## src/rtl/chrono_counter.sv

```systemverilog
// chrono_counter -- stopwatch / countdown timer core (h:m:s.ms).
//
// A prescaler divides clk down to a millisecond tick. Time counts up from zero
// or down from a loaded preset. The block provides lap capture, sticky
// countdown-expiry and sticky up-count-overflow flags.
//
// Optional feature macro: CHRONO_LAP_EN
//   defined   -> lap capture registers are implemented
//   undefined -> lap is ignored and lap_* read 0 (the ports are kept)
//
// Parameters
//   CLK_PER_MS : system clocks per millisecond (>= 2)
//   HOURS_W    : hours field width; hours run 0 .. 2^HOURS_W-1
// Ports
//   clk, reset_n            : clock (rising edge) and async active-low reset
//   run                     : count enable (0 freezes the prescaler)
//   clear                   : sync clear of time, prescaler and flags
//   mode                    : 0 = up, 1 = down (sampled on each tick)
//   load, preset_h/m/s      : sync load of preset time (m/s saturate at 59)
//   lap                     : single-cycle lap capture request
//   hours/minutes/seconds/milliseconds : current time
//   lap_h/m/s/ms            : captured lap time
//   ms_tick                 : one-cycle pulse aligned with each time update
//   expired, overflow       : sticky status flags
module chrono_counter #(
   parameter int CLK_PER_MS = 50000,
   parameter int HOURS_W    = 4
) (
   input  logic               clk,
   input  logic               reset_n,
   input  logic               run,
   input  logic               clear,
   input  logic               mode,
   input  logic               load,
   input  logic [HOURS_W-1:0] preset_h,
   input  logic [5:0]         preset_m,
   input  logic [5:0]         preset_s,
   input  logic               lap,
   output logic [HOURS_W-1:0] hours,
   output logic [5:0]         minutes,
   output logic [5:0]         seconds,
   output logic [9:0]         milliseconds,
   output logic [HOURS_W-1:0] lap_h,
   output logic [5:0]         lap_m,
   output logic [5:0]         lap_s,
   output logic [9:0]         lap_ms,
   output logic               ms_tick,
   output logic               expired,
   output logic               overflow
);

   localparam int PW = (CLK_PER_MS > 1) ? $clog2(CLK_PER_MS) : 1;
   localparam logic [PW-1:0]      PRESC_MAX = PW'(CLK_PER_MS - 1);
   localparam logic [HOURS_W-1:0] H_MAX     = '1;

   typedef struct packed {
      logic [HOURS_W-1:0] h;
      logic [5:0]         m;
      logic [5:0]         s;
      logic [9:0]         ms;
   } time_t;

   time_t         time_q, time_d, time_inc, time_dec;
   logic [PW-1:0] presc_q, presc_d;
   logic          expired_q, expired_d;
   logic          overflow_q, overflow_d;
   logic          ms_tick_q, ms_tick_d;
   logic          tick, time_zero, wrap;

   assign tick      = run & ~expired_q & (presc_q == PRESC_MAX);
   assign time_zero = (time_q == '0);

   // Up-count successor with field-wise carries; wrap flags the rollover
   // from the maximum representable time back to zero.
   always_comb begin
      time_inc = time_q;
      wrap     = 1'b0;
      if (time_q.ms == 10'd999) begin
         time_inc.ms = '0;
         if (time_q.s == 6'd59) begin
            time_inc.s = '0;
            if (time_q.m == 6'd59) begin
               time_inc.m = '0;
               if (time_q.h == H_MAX) begin
                  time_inc.h = '0;
                  wrap       = 1'b1;
               end else begin
                  time_inc.h = time_q.h + 1'b1;
               end
            end else begin
               time_inc.m = time_q.m + 6'd1;
            end
         end else begin
            time_inc.s = time_q.s + 6'd1;
         end
      end else begin
         time_inc.ms = time_q.ms + 10'd1;
      end
   end

   // Down-count predecessor. Only used when the time is non-zero, so the
   // hours decrement never underflows.
   always_comb begin
      time_dec = time_q;
      if (time_q.ms == 10'd0) begin
         time_dec.ms = 10'd999;
         if (time_q.s == 6'd0) begin
            time_dec.s = 6'd59;
            if (time_q.m == 6'd0) begin
               time_dec.m = 6'd59;
               time_dec.h = time_q.h - 1'b1;
            end else begin
               time_dec.m = time_q.m - 6'd1;
            end
         end else begin
            time_dec.s = time_q.s - 6'd1;
         end
      end else begin
         time_dec.ms = time_q.ms - 10'd1;
      end
   end

   // Priority: clear > load > tick.
   always_comb begin
      time_d     = time_q;
      presc_d    = presc_q;
      expired_d  = expired_q;
      overflow_d = overflow_q;
      ms_tick_d  = 1'b0;
      if (clear) begin
         time_d     = '0;
         presc_d    = '0;
         expired_d  = 1'b0;
         overflow_d = 1'b0;
      end else if (load) begin
         time_d.h   = preset_h;
         time_d.m   = (preset_m > 6'd59) ? 6'd59 : preset_m;
         time_d.s   = (preset_s > 6'd59) ? 6'd59 : preset_s;
         time_d.ms  = '0;
         presc_d    = '0;
         expired_d  = 1'b0;
         overflow_d = 1'b0;
      end else begin
         if (run && !expired_q)
            presc_d = (presc_q == PRESC_MAX) ? '0 : presc_q + 1'b1;
         if (tick) begin
            if (mode) begin
               // A tick at zero only raises expired; the time stays at zero.
               if (time_zero) begin
                  expired_d = 1'b1;
               end else begin
                  time_d    = time_dec;
                  ms_tick_d = 1'b1;
               end
            end else begin
               time_d    = time_inc;
               ms_tick_d = 1'b1;
               if (wrap) overflow_d = 1'b1;
            end
         end
      end
   end

   always_ff @(posedge clk or negedge reset_n) begin
      if (!reset_n) begin
         time_q     <= '0;
         presc_q    <= '0;
         expired_q  <= 1'b0;
         overflow_q <= 1'b0;
         ms_tick_q  <= 1'b0;
      end else begin
         time_q     <= time_d;
         presc_q    <= presc_d;
         expired_q  <= expired_d;
         overflow_q <= overflow_d;
         ms_tick_q  <= ms_tick_d;
      end
   end

`ifdef CHRONO_LAP_EN
   time_t lap_q, lap_d;

   // Captures the pre-edge time, so a coincident tick or clear is not seen.
   always_comb begin
      lap_d = lap_q;
      if (lap) lap_d = time_q;
   end

   always_ff @(posedge clk or negedge reset_n) begin
      if (!reset_n) lap_q <= '0;
      else          lap_q <= lap_d;
   end

   assign lap_h  = lap_q.h;
   assign lap_m  = lap_q.m;
   assign lap_s  = lap_q.s;
   assign lap_ms = lap_q.ms;
`else
   logic unused_lap;
   assign unused_lap = lap;
   assign lap_h  = '0;
   assign lap_m  = '0;
   assign lap_s  = '0;
   assign lap_ms = '0;
`endif

   assign hours        = time_q.h;
   assign minutes      = time_q.m;
   assign seconds      = time_q.s;
   assign milliseconds = time_q.ms;
   assign ms_tick      = ms_tick_q;
   assign expired      = expired_q;
   assign overflow     = overflow_q;

endmodule
```

## config.mk

```make
export PLATFORM = sky130hd
export DESIGN_NAME = chrono_counter
export DESIGN_NICKNAME = d
export VERILOG_FILES = /design/src/rtl/chrono_counter.sv
export SDC_FILE = /design/constraint.sdc
export NUM_CORES = 1
export LEC_CHECK = 0
export BUFFER_PORTS_ARGS = -buffer_cell sky130_fd_sc_hd__buf_2
export CAP_MARGIN = 20
export CORE_MARGIN = 2
export CORE_UTILIZATION = 40
export DETAILED_ROUTE_END_ITERATION = 8
export GPL_TIMING_DRIVEN = 0
export SLEW_MARGIN = 10
export SYNTH_ARGS = -nofsm -noshare
export SYNTH_HDL_FRONTEND = slang
export SYNTH_SLANG_ARGS = --single-unit
```

## constraint.sdc

```tcl
create_clock -name clk -period 2.8 [get_ports clk]
set_input_delay 0.56 -clock clk [delete_from_list [all_inputs] [get_ports clk]]
set_output_delay 0.56 -clock clk [all_outputs]
set_load 0.02 [all_outputs]
```

# After elaboration in Yosys (flattened, before gate mapping)
# Cells that the tools add are included.
# W data, S select, Z words.
[classes]
magnitude_cmp = 2
bitwise_logic = 3
reduce_logical = 20
muxes = 43
n_addsub = 9
n_eq_ne = 10
[ops]
columns = ["operator", "n"]
rows = [
  ["$mux W26", 5],
  ["$mux W16", 6],
  ["$mux W10", 4],
  ["$mux W6", 6],
  ["$logic_not A26 Y1", 1],
  ["$mux W1", 19],
  ["$add A16 B1 Y16 const B", 1],
  ["$eq A16 B16 Y1 const B", 1],
  ["$reduce_bool A3 Y1", 5],
  ["$add A6 B1 Y6 const B", 2],
  ["$eq A6 B6 Y1 const B", 2],
  ["$gt A6 B6 Y1 const B", 2],
  ["$logic_not A6 Y1", 2],
  ["$mux W4", 3],
  ["$ne A4 B2 Y1 const B", 3],
  ["$reduce_bool A4 Y1", 3],
  ["$sub A6 B1 Y6 const B", 2],
  ["$add A10 B1 Y10 const B", 1],
  ["$eq A10 B10 Y1 const B", 1],
  ["$logic_not A10 Y1", 1],
  ["$sub A10 B1 Y10 const B", 1],
  ["$reduce_and A8 Y1", 1],
  ["$reduce_and A3 Y1", 2],
  ["$reduce_and A6 Y1", 1],
  ["11 further kinds", 12],
]
[totals]
in_bits = 23
output_inout_bits = 55
regBits = 45
wordCells = 95

# Longest topological paths before layout
# Gate-level depths: netlist of the first run.
[depth]
depth_word = 10
mapped_depth = 10
mapped_depth_nobuf = 9

# Least setup slack after synthesis of the first run
# No wires, ideal clock.
[synth_timing]
kind = "register -> register"
start = "register time_q (netlist bit milliseconds[0])"
end = "register time_q (netlist bit hours[3])"
path_buffers = 1
required_ps = 2675
synth_period_minus_slack_ps = 2663
setup_time_ps = 125
setup_slack_ps = 137
t_arrival_ps = 2538
path_stages_with_launch = 10
cell_sequence = "dfrtp_1 > inv_1 > ha_1 > or4b_4 > or3_1 > buf_2 > o31a_4 > a21oi_4 > nor2_2 > mux2_4"
[synth_via]
elab_chain_len = 3
elab_cells_between_ends = 7
cone_classes = "eq/ne (3); reduce/logical (4)"
[synth_rtl]
columns = ["element", "line_no", "rtl"]
rows = [
  ["start: declaration", "63", "time_t time_q, time_d, time_inc, time_dec;"],
  ["start signal: assignment", "172", "time_q <= time_d;"],
  ["$logic_not A26 Y1 (tied with other cells)", "71", "assign time_zero = (time_q == '0);"],
  ["$ne A4 B4 Y1 (no line) (tied with other cells)", "--", ""],
  ["$reduce_and A8 Y1 (no line) *", "--", ""],
]
# Mark *: on every way between the ends. The rest lies on a longest branch, timed or not.
# A chain may end at the register's enable or synchronous reset.

# Final worst setup path of the first run
[layout_timing]
start = "register time_q (netlist bit milliseconds[1])"
end = "register time_q (netlist bit minutes[2])"
[layout_via]
elab_chain_len = 3
elab_cells_between_ends = 7
cone_classes = "eq/ne (3); reduce/logical (4)"
[layout_rtl]
columns = ["element", "line_no"]
rows = [
  ["$logic_not A26 Y1 (tied with other cells)", "71"],
  ["$ne A4 B4 Y1 (no line) (tied with other cells)", "--"],
  ["$reduce_and A6 Y1 (no line) *", "--"],
]
# Marked as above.

==> reports/metrics.csv, run 1 <==
metric;value;unit
CTS Buf Count;5;
YS warnings;0;
Pwr Density;415;nW/µm²
vias in the first global route;3473;
Final #Nets;599;
Synth cell types;68;
Worst-Margin Slew;0.881;ns
Fill cells;922;
die area;10200;µm²
Yosys top cell by area;dfrtp_1;
DRC;0;
critical path's most frequent cell;o21ai_1;
Vias;3806;
Die W;101;µm
layout cell share with drive strength beyond 1;22.5;%
Clk Latency, worst-skew pair;0.31;ns
Final Power;1.86;mW
syn avg cell area;7.94;µm²
drt wl/cell;15.5;µm
Worst VDD drop;0.000222;V
port bufs;49;
Critical Path Slowest Stage Cell;or4b_4;
Post-DP HPWL;7730;µm
CTS Hold Bufs;0;
gr usage total;20.7;%
final WL;10500;µm
top layer in use;met4;
crit path kind;flop to flop;
Crit Path Max Fanout;6;
final non-filler cell total;676;
clk_skew;0.00877;ns
Core Region;9200;µm²
Worst Path Arrival;2.97;ns
final setup TNS;0;ns
most common flop cell mapped by yosys;dfrtp_1;
CP endpoint kind;flop;
synth-to-layout area growth;19.3;%
met1 WL;4970;µm
fmax;0.367;GHz
Async S/R FF share, synth;100;%
Period minus WS final;2.73;ns
fin. max-slew vios;0;
clock sink count;45;
Clock Path Buffers;2;
r2r endpoint;minutes[2];
register area share after synthesis;30.0;%
leak pwr;2.00;nW
Tcrit/Tclk final;97.4;%
first-pass GRT wire length;17000;µm
met2 wire len;4880;µm
Clk pin slew, worst setup/hold paths;0.10;ns
overall die height;101;µm
worst reg2reg startpoint;milliseconds[1];
EDFF count, synth;0;
R2R Setup Slk;0.07;ns
Worst Path Required;3.04;ns
Slew headroom;40.7;%
Yosys reg bits;45;
total grt overflow;0;
hold crit path type;input port to async pin;
H-tree depth;2;
pin count of the biggest net entering global routing;46;
r2r worst-path depth;10;
CP max stage delay;0.48;ns
share of the synthesized area in the top cell type;30.0;%
diode count;0;
Max Cap Violations;0;
critical path's top delay family;simple AND/OR/NAND/NOR gates;
CTS tree;done;
drt first-iter violations;196;
Inst Count DP;658;
Buf/Inv on CP;3;
area of the multi-input gates;2380;µm²
initial antenna violation count;0;
outcome;finished, final reports clean;
I/O pins;78;
row count;35;
placed inst area;4230;µm²
Netlist Area Pre-Place;3760;µm²
cell count after synthesis;473;
Fin. Hold Viols;0;
final core utilization;48.7;%
met3 WL post-DR;518;µm
final instance area;4480;µm²
initial core utilization;40.8;%
Final Setup Violations;0;
Post-DRT Antenna Nets;0;
Synth area leaders;dfrtp_1 30%, o21ai_0 5.7%, buf_4 5.2%;
vias per cell;5.63;
RSZ-0062 raised after global routing;true;
Placer Congestion;0.862;
crit path launch type;flop;
drt pass-1 iters;5;
Reg area;1130;µm²
Clock Tree Root;clkbuf_8;
critical path cell sequence;inv_2 -> ha_4 -> or4b_4 -> or3_4 -> buf_6 -> o31a_4 -> o2111ai_4 -> buf_2 -> o21ai_1 -> o21ai_1;
metrics by stage:
step,worst slack (ns),hold WS [ns]
finish,0.0730,0.175
global route,-0.0117,0.195
CTS,0.0124,0.482
detailed placement,-0.0584,0.525
global placement,-0.0584,0.511
floorplan,0.137,0.264
worst max-delay path by stage:
stage | cells past startpoint | end | start | slack (ns)
floorplan | 9 | hours[3] | milliseconds[0] | 0.14
global placement | 10 | milliseconds[3] | milliseconds[0] | -0.06
detailed placement | 10 | milliseconds[3] | milliseconds[0] | -0.06
CTS | 8 | hours[2] | milliseconds[1] | 0.01
global route | 8 | hours[2] | milliseconds[1] | -0.01
finish | 10 | minutes[2] | milliseconds[1] | 0.07
timing repair:
action / in CTS / in global routing
buffers inserted: 4 / 4
setup endpoints to repair: 7 / 24
pin swaps: 2 / 6
cloned: 0 / 1
gates resized for setup: 1 / 17
synth_stat cells, drive strengths merged, types with 4 or more instances:
library cell,count
o21ai,45
clkbuf,20
a211oi,4
o41ai,4
nor4,9
nor2b,5
and3,5
nand2,41
a21o,5
nor2,48
dfrtp,45
nor3,13
nand3,23
xnor2,15
a21oi,26
inv,19
o31ai,6
buf,35
nand4,8
nand2b,4
a31oi,7
o32ai,4
and4,4
xor2,9
ha,12
per-layer routing:
metal | GRT usage (%) | up-vias
met5 | 0 | -
met4 | 5.30 | 0
li1 | - | 1848
met1 | 28.8 | 1834
met3 | 2.98 | 9
met2 | 33.9 | 115
cells in the final DEF (no fill, tap or decap), drive strengths merged, types with 6 or more instances in the layout:
cell / count
buf: 93
nor2: 48
o21ai: 45
dfrtp: 45
nand2: 41
clkbuf: 27
conb: 26
a21oi: 26
nand3: 23
inv: 20
xnor2: 15
nor3: 13
ha: 12
xor2: 9
nor4: 9
nand4: 8
a31oi: 7
o31ai: 6
report_power, final:
group	leakage [nW]	switching (mW)	total [mW]	internal (mW)
logic	1.34	0.397	0.651	0.254
registers	0.607	0.0564	0.743	0.687
clock network	0.0518	0.260	0.466	0.206
flip-flops by register name, indices dropped and copies added (netlist names):
signal	flops
milliseconds	10
overflow	1
hours	4
expired	1
presc_q	16
seconds	6
minutes	6
ms_tick	1
cell type report:
| type | count | share of cell area [%] |
|---|---|---|
| clock inverters | 2 | 0.391 |
| repair buffers | 59 | 7.46 |
| flip-flops and latches | 45 | 25.2 |
| plain buffers | 55 | 7.35 |
| multi-input cells | 379 | 53.1 |
| inverters | 19 | 1.59 |
| clock buffers | 6 | 1.84 |
| well taps | 111 | 3.10 |
logic make-up after synthesis:
| logic type | synth area share [%] |
|---|---|
| AO/OA/AOI/OAI | 23.8 |
| adder cells (fa/ha/maj) | 4.00 |
| flip-flops | 30.0 |
| AND/OR/NAND/NOR | 25.4 |
| buffers and inverters | 10.4 |
| multiplexers | 0.666 |
| XOR/XNOR | 5.60 |
| other | 0.0998 |
worst register-to-register path, stage by stage, from the launching register on:
cell and delay, ns:
dfrtp_2 0.46, inv_2 0.09, ha_4 0.12, or4b_4 0.48
or3_4 0.35, buf_6 0.13, o31a_4 0.38, o2111ai_4 0.27
buf_2 0.21, o21ai_1 0.08, o21ai_1 0.09
No activity file was read; power rests on OpenSTA's default activity.
==> run 2: changes to the inputs <==
- PLACE_DENSITY: not set -> 0.67
==> reports/metrics.csv, run 2 (synthesized netlist as in run 1, its figures left out) <==
metric;value;unit
Clk pin slew, worst setup/hold paths;0.10;ns
Crit Path Max Fanout;10;
drt wl/cell;15.1;µm
Inst Count DP;658;
fmax;0.364;GHz
crit path kind;flop to flop;
H-tree depth;2;
Clock Tree Root;clkbuf_8;
CP endpoint kind;flop;
Vias;3801;
drt first-iter violations;215;
clk_skew;0.0111;ns
clock sink count;45;
initial antenna violation count;0;
hold crit path type;input port to async pin;
Placer Congestion;0.883;
vias in the first global route;3423;
DRC;0;
Final Setup Violations;0;
Period minus WS final;2.75;ns
Slew headroom;44.4;%
Clk Latency, worst-skew pair;0.32;ns
initial core utilization;40.8;%
drt pass-1 iters;5;
Worst-Margin Slew;0.826;ns
Final Power;1.92;mW
first-pass GRT wire length;16300;µm
Fin. Hold Viols;0;
Worst Path Required;3.00;ns
most frequent cells in the layout;54 x buf_2, 47 x nor2_1, 43 x o21ai_0, 43 x dfrtp_1, 41 x nand2_1;
Clock Path Buffers;2;
Tcrit/Tclk final;98.2;%
port bufs;49;
vias per cell;5.64;
final WL;10200;µm
Post-DP HPWL;7450;µm
register with the most flip-flops;presc_q;
layout cell share with drive strength beyond 1;21.7;%
fin. max-slew vios;0;
Max Cap Violations;0;
diode count;0;
row count;35;
outcome;finished, final reports clean;
crit path launch type;flop;
CTS Buf Count;5;
Core Region;9200;µm²
CTS tree;done;
Worst Path Arrival;2.95;ns
Worst VDD drop;0.000223;V
leak pwr;1.99;nW
Min Hold Slack;0.139;ns
die area;10200;µm²
Post-DRT Antenna Nets;0;
synth-to-layout area growth;19.1;%
commonest non-fill, non-tap cell in the layout;buf_2;
overall die height;101;µm
Pwr Density;430;nW/µm²
Die W;101;µm
I/O pins;78;
pin count of the biggest net entering global routing;46;
gr usage total;19.7;%
final non-filler cell total;674;
Final #Nets;597;
Largest register FFs;16;
total grt overflow;0;
-- run 2: through the flow --
step	TNS (ns)	area, µm²	setup slack (ns)	utilization, %
floorplan	0	3850	0.137	-
global placement	-0.0175	4230	-0.0175	46.0
detailed placement	-0.00597	4230	-0.00597	46.0
CTS	0	4360	0.00496	47.4
global route	-0.0624	4470	-0.0256	48.6
finish	0	4470	0.0505	48.6
-- run 2: path summary, 6_finish.rpt --
path                                      start     endpoint  slack (ns)  depth (start not counted)
max in group asynchronous               reset_n   minutes[1]        2.17                          2
worst min register to register      presc_q[12]  presc_q[12]        0.54                          1
worst max register to register  milliseconds[0]   seconds[3]        0.05                          9
worst min-delay path                    reset_n      ms_tick        0.14                          1
worst max-delay path            milliseconds[0]   seconds[3]        0.05                          9
min in group clk                            run      expired        0.52                          3
-- run 2: worst max-delay path: stages, from the launching register on --
cell,delay (ns)
dfrtp_2,0.45
inv_2,0.11
ha_4,0.13
or4b_4,0.48
or3_1,0.34
buf_6,0.14
o31a_4,0.39
a31oi_4,0.29
a21oi_1,0.08
o22a_1,0.21
-- run 2: report_power, final --
group,switching [mW],internal (mW)
logic,0.392,0.250
clock network,0.265,0.274
registers,0.0556,0.687
total,0.712,1.21
-- run 2: area by class of cell --
cell class                 count  area [µm²]
tap                          111         139
buffer                        55         329
sequential                    45        1130
clock inverter                 3        50.0
inverter                      19        71.3
fill                         942        4720
timing repair buffer          57         318
multi-input combinational    379        2370
clock buffer                   5        68.8
-- run 2: repair_timing --
item                       CTS  global route
setup buffers                1             6
gates cloned                 0             0
hold buffers                 0             0
setup endpoints to repair    6            21
gates resized for setup      2            12
pin swaps                    2             6
-- run 2: layer usage --
layer  wire length [µm]  GRT usage, %  share of wire [%]
met1               4460          27.3                 44
met5                  0             0                  0
met4                272          7.90                2.7
met3                713          3.12                7.0
met2               4750          30.8                 47
